`config.mk`:
```
export PLATFORM = sky130hd
export DESIGN_NAME = parity_arb
export DESIGN_NICKNAME = d
export VERILOG_FILES = /design/src/rtl/parity_arb.sv
export SDC_FILE = /design/constraint.sdc
export NUM_CORES = 1
export LEC_CHECK = 0
export ABC_AREA = 1
export BUFFER_PORTS_ARGS = -buffer_cell sky130_fd_sc_hd__clkbuf_2
export CAP_MARGIN = 10
export CORE_UTILIZATION = 37
export CTS_BUF_LIST = sky130_fd_sc_hd__clkbuf_2 sky130_fd_sc_hd__clkbuf_4 sky130_fd_sc_hd__clkbuf_8
export CTS_CLUSTER_DIAMETER = 200
export DETAILED_ROUTE_END_ITERATION = 6
export GPL_ROUTABILITY_DRIVEN = 0
export PLACE_DENSITY_LB_ADDON = 0.05
export SLEW_MARGIN = 30
export SYNTH_ARGS = -nofsm -noshare
export SYNTH_HDL_FRONTEND = slang
export SYNTH_SLANG_ARGS = --single-unit
```
`constraint.sdc`:
```
create_clock -name clk -period 1.3 [get_ports clk]
set_input_delay 0.26 -clock clk [delete_from_list [all_inputs] [get_ports clk]]
set_output_delay 0.26 -clock clk [all_outputs]
set_load 0.01 [all_outputs]
```
`src/rtl/parity_arb.sv`:
```
// parity_arb: two requesters share one serial parity engine.
// A granted word is latched and its bits are folded into an accumulator,
// one bit per cycle with the LSB first. Then a registered result is
// presented for one cycle.
//
// Ports:
//   clk          rising-edge clock
//   rst          synchronous active-high reset
//   req0/req1    requests, held high until the matching grant
//   data0/data1  W-bit words to check
//   odd0/odd1    parity mode per requester (0 = even, 1 = odd)
//   gnt0/gnt1    one-cycle grant pulse, high in the first SHIFT cycle
//   busy         high while a word is in service (SHIFT and DONE)
//   done         one-cycle result-valid pulse
//   par          parity result, held between done pulses
//   id           requester index of the result, held between done pulses
module parity_arb #(
  parameter int unsigned W = 4
) (
  input  logic         clk,
  input  logic         rst,
  input  logic         req0,
  input  logic [W-1:0] data0,
  input  logic         odd0,
  input  logic         req1,
  input  logic [W-1:0] data1,
  input  logic         odd1,
  output logic         gnt0,
  output logic         gnt1,
  output logic         busy,
  output logic         done,
  output logic         par,
  output logic         id
);

  localparam int unsigned CW = $clog2(W) + 1;

  typedef enum logic [1:0] {
    S_IDLE,
    S_SHIFT,
    S_DONE
  } state_t;

  state_t          r_state;
  logic [W-1:0]    r_data;
  logic            r_odd;
  logic            r_sel;
  logic            r_last;
  logic            r_acc;
  logic [CW-1:0]   r_cnt;

  logic            w_any;
  logic            w_pick1;
  logic [W-1:0]    w_shifted;
  logic            w_bit;
  logic            w_acc_next;
  logic            w_last_bit;

  // Requester 1 wins if it is the only requester. It also wins a tie when
  // requester 0 was served last.
  assign w_any      = req0 | req1;
  assign w_pick1    = req1 & (~req0 | ~r_last);
  assign w_shifted  = r_data >> r_cnt;
  assign w_bit      = w_shifted[0];
  assign w_acc_next = r_acc ^ w_bit;
  assign w_last_bit = (r_cnt == CW'(W - 1));

  always_ff @(posedge clk) begin
    if (rst) begin
      r_state <= S_IDLE;
      r_data  <= '0;
      r_odd   <= 1'b0;
      r_sel   <= 1'b0;
      r_last  <= 1'b1;
      r_acc   <= 1'b0;
      r_cnt   <= '0;
      gnt0    <= 1'b0;
      gnt1    <= 1'b0;
      busy    <= 1'b0;
      done    <= 1'b0;
      par     <= 1'b0;
      id      <= 1'b0;
    end else begin
      gnt0 <= 1'b0;
      gnt1 <= 1'b0;
      done <= 1'b0;
      case (r_state)
        S_IDLE: begin
          if (w_any) begin
            r_sel   <= w_pick1;
            r_data  <= w_pick1 ? data1 : data0;
            r_odd   <= w_pick1 ? odd1 : odd0;
            r_acc   <= 1'b0;
            r_cnt   <= '0;
            gnt0    <= ~w_pick1;
            gnt1    <= w_pick1;
            busy    <= 1'b1;
            r_state <= S_SHIFT;
          end
        end
        S_SHIFT: begin
          r_acc <= w_acc_next;
          r_cnt <= r_cnt + CW'(1);
          // The result is computed from the final fold. This lets par
          // be registered in the same cycle that done rises.
          if (w_last_bit) begin
            done    <= 1'b1;
            par     <= w_acc_next ^ r_odd;
            id      <= r_sel;
            r_state <= S_DONE;
          end
        end
        S_DONE: begin
          r_last  <= r_sel;
          busy    <= 1'b0;
          r_state <= S_IDLE;
        end
        default: begin
          busy    <= 1'b0;
          r_state <= S_IDLE;
        end
      endcase
    end
  end

endmodule

```
# Word-level counts from Yosys, hierarchy flattened
# Index checks and enable logic that the tools add are counted.
totals:
  register_bits: 19
  inputBits: 14
  output_inout_bits: 6
  wordCells: 52
op_classes:
  addsub: 1
  eq_ne: 5
  n_shift: 1
  n_mux: 12
  bitwise_logic: 11
  reduce_logical: 9
op_table:
  columns: ["operator", "n"]
  rows:
  - ["$reduce_and A2 Y1", 5]
  - ["$not A1 Y1", 6]
  - ["$pmux W3 S2", 1]
  - ["$mux W1", 4]
  - ["$mux W2", 2]
  - ["$mux W4", 1]
  - ["$ne A2 B2 Y1 const B", 2]
  - ["$pmux W1 S2", 2]
  - ["$pmux W2 S2", 1]
  - ["$shr A4 B3 Y1", 1]
  - ["$add A3 B1 Y3 const B", 1]
  - ["$eq A3 B2 Y1 const B", 1]
  - ["$mux W3", 1]
  - ["$reduce_or A3 Y1", 1]
  - ["$eq A2 B1 Y1 const B", 1]
  - ["$eq A2 B2 Y1 const B", 1]
  - ["$logic_not A2 Y1", 1]
  - ["$or A1 B1 Y1", 2]
  - ["$reduce_bool A2 Y1", 1]
  - ["$reduce_or A2 Y1", 1]
  - ["$xor A1 B1 Y1", 2]
  - ["$and A1 B1 Y1", 1]

# Logic depth before layout (Yosys ltp)
depth:
  depth_word: 4
  mapped_depth: 10
  mapped_depth_nobuf: 10

# Worst setup path after synthesis
# No wires, ideal clock.
synth_timing:
  path_kind: "reg2reg"
  from: "register r_cnt[0]"
  to: "register par"
  setup_time_ns: 0.109
  t_arrival_ns: 1.080
  required_ns: 1.191
  slack_ns: 0.111
  stages_incl_launch_ff: 8
  n_path_buf: 0
  synth_period_minus_slack_ns: 1.189
  cell_sequence: "dfxtp_1 > ha_1 > ha_1 > inv_1 > nor2_4 > o21a_1 > nand2_1 > inv_1"
synth_via:
  word_cells_on_any_way: 5
  cone_classes: "eq/ne: 1; shift: 1; bitwise: 2; reduce/logical: 1"
synth_lines:
  columns: ["item", "line_no", "source"]
  rows:
  - ["start, declared", "50", "logic [CW-1:0] r_cnt;"]
  - ["start signal, assigned", "103", "r_cnt <= r_cnt + CW'(1);"]
  - ["$eq A3 B2 Y1", "66", "assign w_last_bit = (r_cnt == CW'(W - 1));"]
  - ["net w_last_bit", "57", "logic w_last_bit;"]
  - ["$reduce_and A2 Y1 (no line)", null, null]
  - ["end signal, assigned", "108", "par <= w_acc_next ^ r_odd;"]
  - ["end, declared", "32", "output logic par,"]
# The timed path passes the listed nets, and every way through them passes these cells.
# A chain may end at the register's enable or synchronous reset.

# Final worst setup path
# Same ends and word-level chain as after synthesis.

==> metrics.yaml <==
run_status:
  status: "complete, no violations"
cts:
  clk-insertion-delay-late_ns: 0.30
  tritoncts: "done"
  post_cts_buffers: 0
  clock_sinks: 19
  htree_levels: 1
  ctsRootBufferMaster: "clkbuf_4"
  cts_buffers: 3
  cts.path.max_buffers: 2
  clkTransAtPathRegs_ns: 0.11
  ctsHoldBuffers: 0
worst_setup_path:
  critical_path.most_common_cell: "ha_1"
  crit_fanout: 6
  rrSetupSlack_ns: 0.08
  criticalPathCategory: "register to register"
  crit_chain: "ha_1, ha_1, inv_2, nor2_4, o21a_1, nand2_1, inv_1"
  critPathSlowestCell: "dfxtp_4"
  slowest_delay_ns: 0.38
  cp.required_ns: 1.51
  startpoint_type: "register"
  crit_arrival_ns: 1.43
  worstSetupEndpointType: "register"
flow_run:
  max_cap_viol_count: 0
logic_synthesis:
  synth_area_sq_um: 877.1
  synth_top_family_by_area: "simple AND/OR/NAND/NOR gates"
  syn-instance-count: 113
  ys_ff_latch: 19
  synth_compound_area_frac: 0.1669
  ys_types: 21
  avgSynthCellArea_sq_um: 7.762
  yosys.area_share.xor_xnor: 0
  synth_mux_area_frac: 0
  synthAdderAreaFrac: 0.02853
  ys_seq_area_frac: 0.4337
  yosys.area_share.simple: 0.2625
  ys_warn_count: 0
  syn_nets: 129
sta:
  min_period_ns: 1.218
  relSlewSlack: 0.8474
  period_share: 0.9369
  slew_viol_final: 0
  setup_viol: 0
  rsz0062_at_grt: "no"
  hold_violations: 0
  worstMarginPinSlew_ns: 0.2286
  hold_slack_ns: 0.1938
  fin_setup_tns_ns: 0
  skew_ns: 0.007676
  max_freq_mhz: 821.1
die:
  die_area_sq_um: 2569
  coreArea_sq_um: 2233
  ioPinCount: 20
  die_h_um: 50.69
  initial_core_util: 0.3927
  die_w_um: 50.69
  fp-row-count: 17
drt:
  ant_nets: 0
  drtIter0Drc: 12
  vias_per_cell: 4.669
  num_vias: 775
  drc_errors: 0
  first_pass_iters: 4
  routed_wl_um: 1751
  wire_per_inst_um: 10.55
global_routing:
  grt_use_total: 0.1606
  grt_pass1_wl_um: 3049
  gr-total-overflow: 0
  grt_max_degree: 12
  grt_pass1_vias: 684
  antenna_found_initial: 0
cells_and_area:
  diodes: 0
  area_delta_synth_final_pct: 20.11
  drive_above_1_share: 0.3551
  finalNetCount: 155
  n_fill_cell: 244
min_path:
  min_path_type: "input port to register"
power_and_ir_drop:
  p_int_w: 0.0008218
  pwr-share-seq: 0.559
  vdd_drop_max_uv: 781.9
  p_clk_frac: 0.257
  total_power_w: 0.001161
  p_leak_nw: 0.4908
  p_per_area_nw_per_um2: 1102
  p_switching_w: 0.0003393
  pwr-share-comb: 0.184
  switching_share: 0.2922
placement:
  port_buffers: 19
  hpwl_um: 1314
[routing by layer]
metal / track usage / vias to the layer above / routed length (um)
li1: - / 414 / -
met1: 0.2077 / 341 / 865
met2: 0.2533 / 18 / 794
met3: 0.05455 / 2 / 76
met4: 0.04167 / 0 / 15
met5: 0 / - / 0
[sequential cells by signal, indices dropped and copies added (netlist names)]
signal   cells
r_data       4
r_cnt        3
r_state      2
busy         1
done         1
gnt0         1
gnt1         1
id           1
par          1
r_acc        1
r_last       1
r_odd        1
r_sel        1
[cell usage after synthesis (all sizes together)]
| library cell | instances | area (sq um) |
|---|---|---|
| nor2 | 10 | 57.55 |
| a31o | 1 | 8.760 |
| ha | 2 | 25.02 |
| a21oi | 5 | 25.02 |
| buf | 3 | 23.77 |
| dfxtp | 19 | 380.4 |
| inv | 19 | 71.32 |
| nand3 | 12 | 65.06 |
| o21a | 1 | 7.510 |
| nand2 | 26 | 107.6 |
| o22ai | 1 | 6.260 |
| o21ai | 9 | 67.56 |
| a31oi | 5 | 31.28 |
[cells by family (layout without fill, tap and decap cells)]
family	Yosys count	after routing
adder cells (fa/ha/maj)	2	2
AO/OA/AOI/OAI	22	22
AND/OR/NAND/NOR	48	48
flip-flops	19	19
buffers and inverters	22	47
[area by class of cell]
| cell class | instances | area (sq um) | share of cell area |
|---|---|---|---|
| multi-input cells | 72 | 401.6 | 0.3812 |
| flip-flops and latches | 19 | 385.4 | 0.3658 |
| repair buffers | 24 | 132.6 | 0.1259 |
| inverters | 19 | 71.32 | 0.06770 |
| well taps | 28 | 35.03 | 0.03325 |
| clock buffers | 3 | 22.52 | 0.02138 |
| clock inverters | 1 | 5.005 | 0.004751 |
[cells in the final DEF, fill, tap and decap left out, types with 2 or more instances in the layout]
cell,count
nand3_1,11
inv_1,15
buf_4,5
o21ai_0,2
nand2_1,22
o21ai_2,6
dfxtp_1,17
nor2_2,2
a31oi_1,5
nor2_4,2
clkbuf_4,3
nand2_2,4
clkbuf_2,19
inv_2,4
nor2_1,6
ha_1,2
a21oi_1,5
[critical path: cells and delay by family, from the launching register on]
family / cells / cell delay (ns)
AOI/OAI and AO/OA: 1 / 0.16
buffers and inverters: 2 / 0.11
and+or+nand+nor: 2 / 0.11
DFF: 1 / 0.38
adders and majority gates: 2 / 0.39
[path summary, 6_finish.rpt]
| path | start | endpoint | cells after the start |
|---|---|---|---|
| hold reg to reg | busy$_SDFFE_PP0P_ | busy$_SDFFE_PP0P_ | 2 |
| setup reg to reg | r_cnt[0]$_SDFFE_PP0P_ | par$_SDFFE_PP0P_ | 7 |
| setup / recovery | r_cnt[0]$_SDFFE_PP0P_ | par$_SDFFE_PP0P_ | 7 |
| hold / removal | data0[2] | r_data[2]$_SDFFE_PP0P_ | 3 |
[power groups by stage]
| stage | Combinational, W | Clock [W] | Sequential [W] |
|---|---|---|---|
| 6_report | 0.000214 | 0.000299 | 0.000649 |
| 3_5_place_dp | 0.000215 | 0 | 0.000661 |
| 4_1_cts | 0.000216 | 0.000314 | 0.000648 |
| 2_1_floorplan | 0.000155 | 0 | 0.000657 |
| 3_3_place_gp | 0.000213 | 0 | 0.000659 |
| 5_1_grt | 0.000244 | 0.000349 | 0.000656 |
[per-stage QoR]
stage / cells / cell area [sq um] / utilization / setup slack (ns)
6_report: 166 / 1054 / 0.4717 / 0.08207
5_1_grt: 166 / 1054 / 0.4717 / 0.01413
3_5_place_dp: 162 / 1021 / 0.4571 / 0.04449
4_1_cts: 166 / 1049 / 0.4695 / 0.009711
2_1_floorplan: 113 / 877.1 / - / 0.1113
3_3_place_gp: 162 / 1021 / 0.4571 / 0.08048
[what timing repair did]
| action | 4_1_cts | 5_1_grt |
|---|---|---|
| gates resized for setup | 0 | 5 |
| endpoints found under the setup margin | 0 | 3 |
| hold endpoints to repair | 0 | 0 |
(Power assumes the default switching activity.)
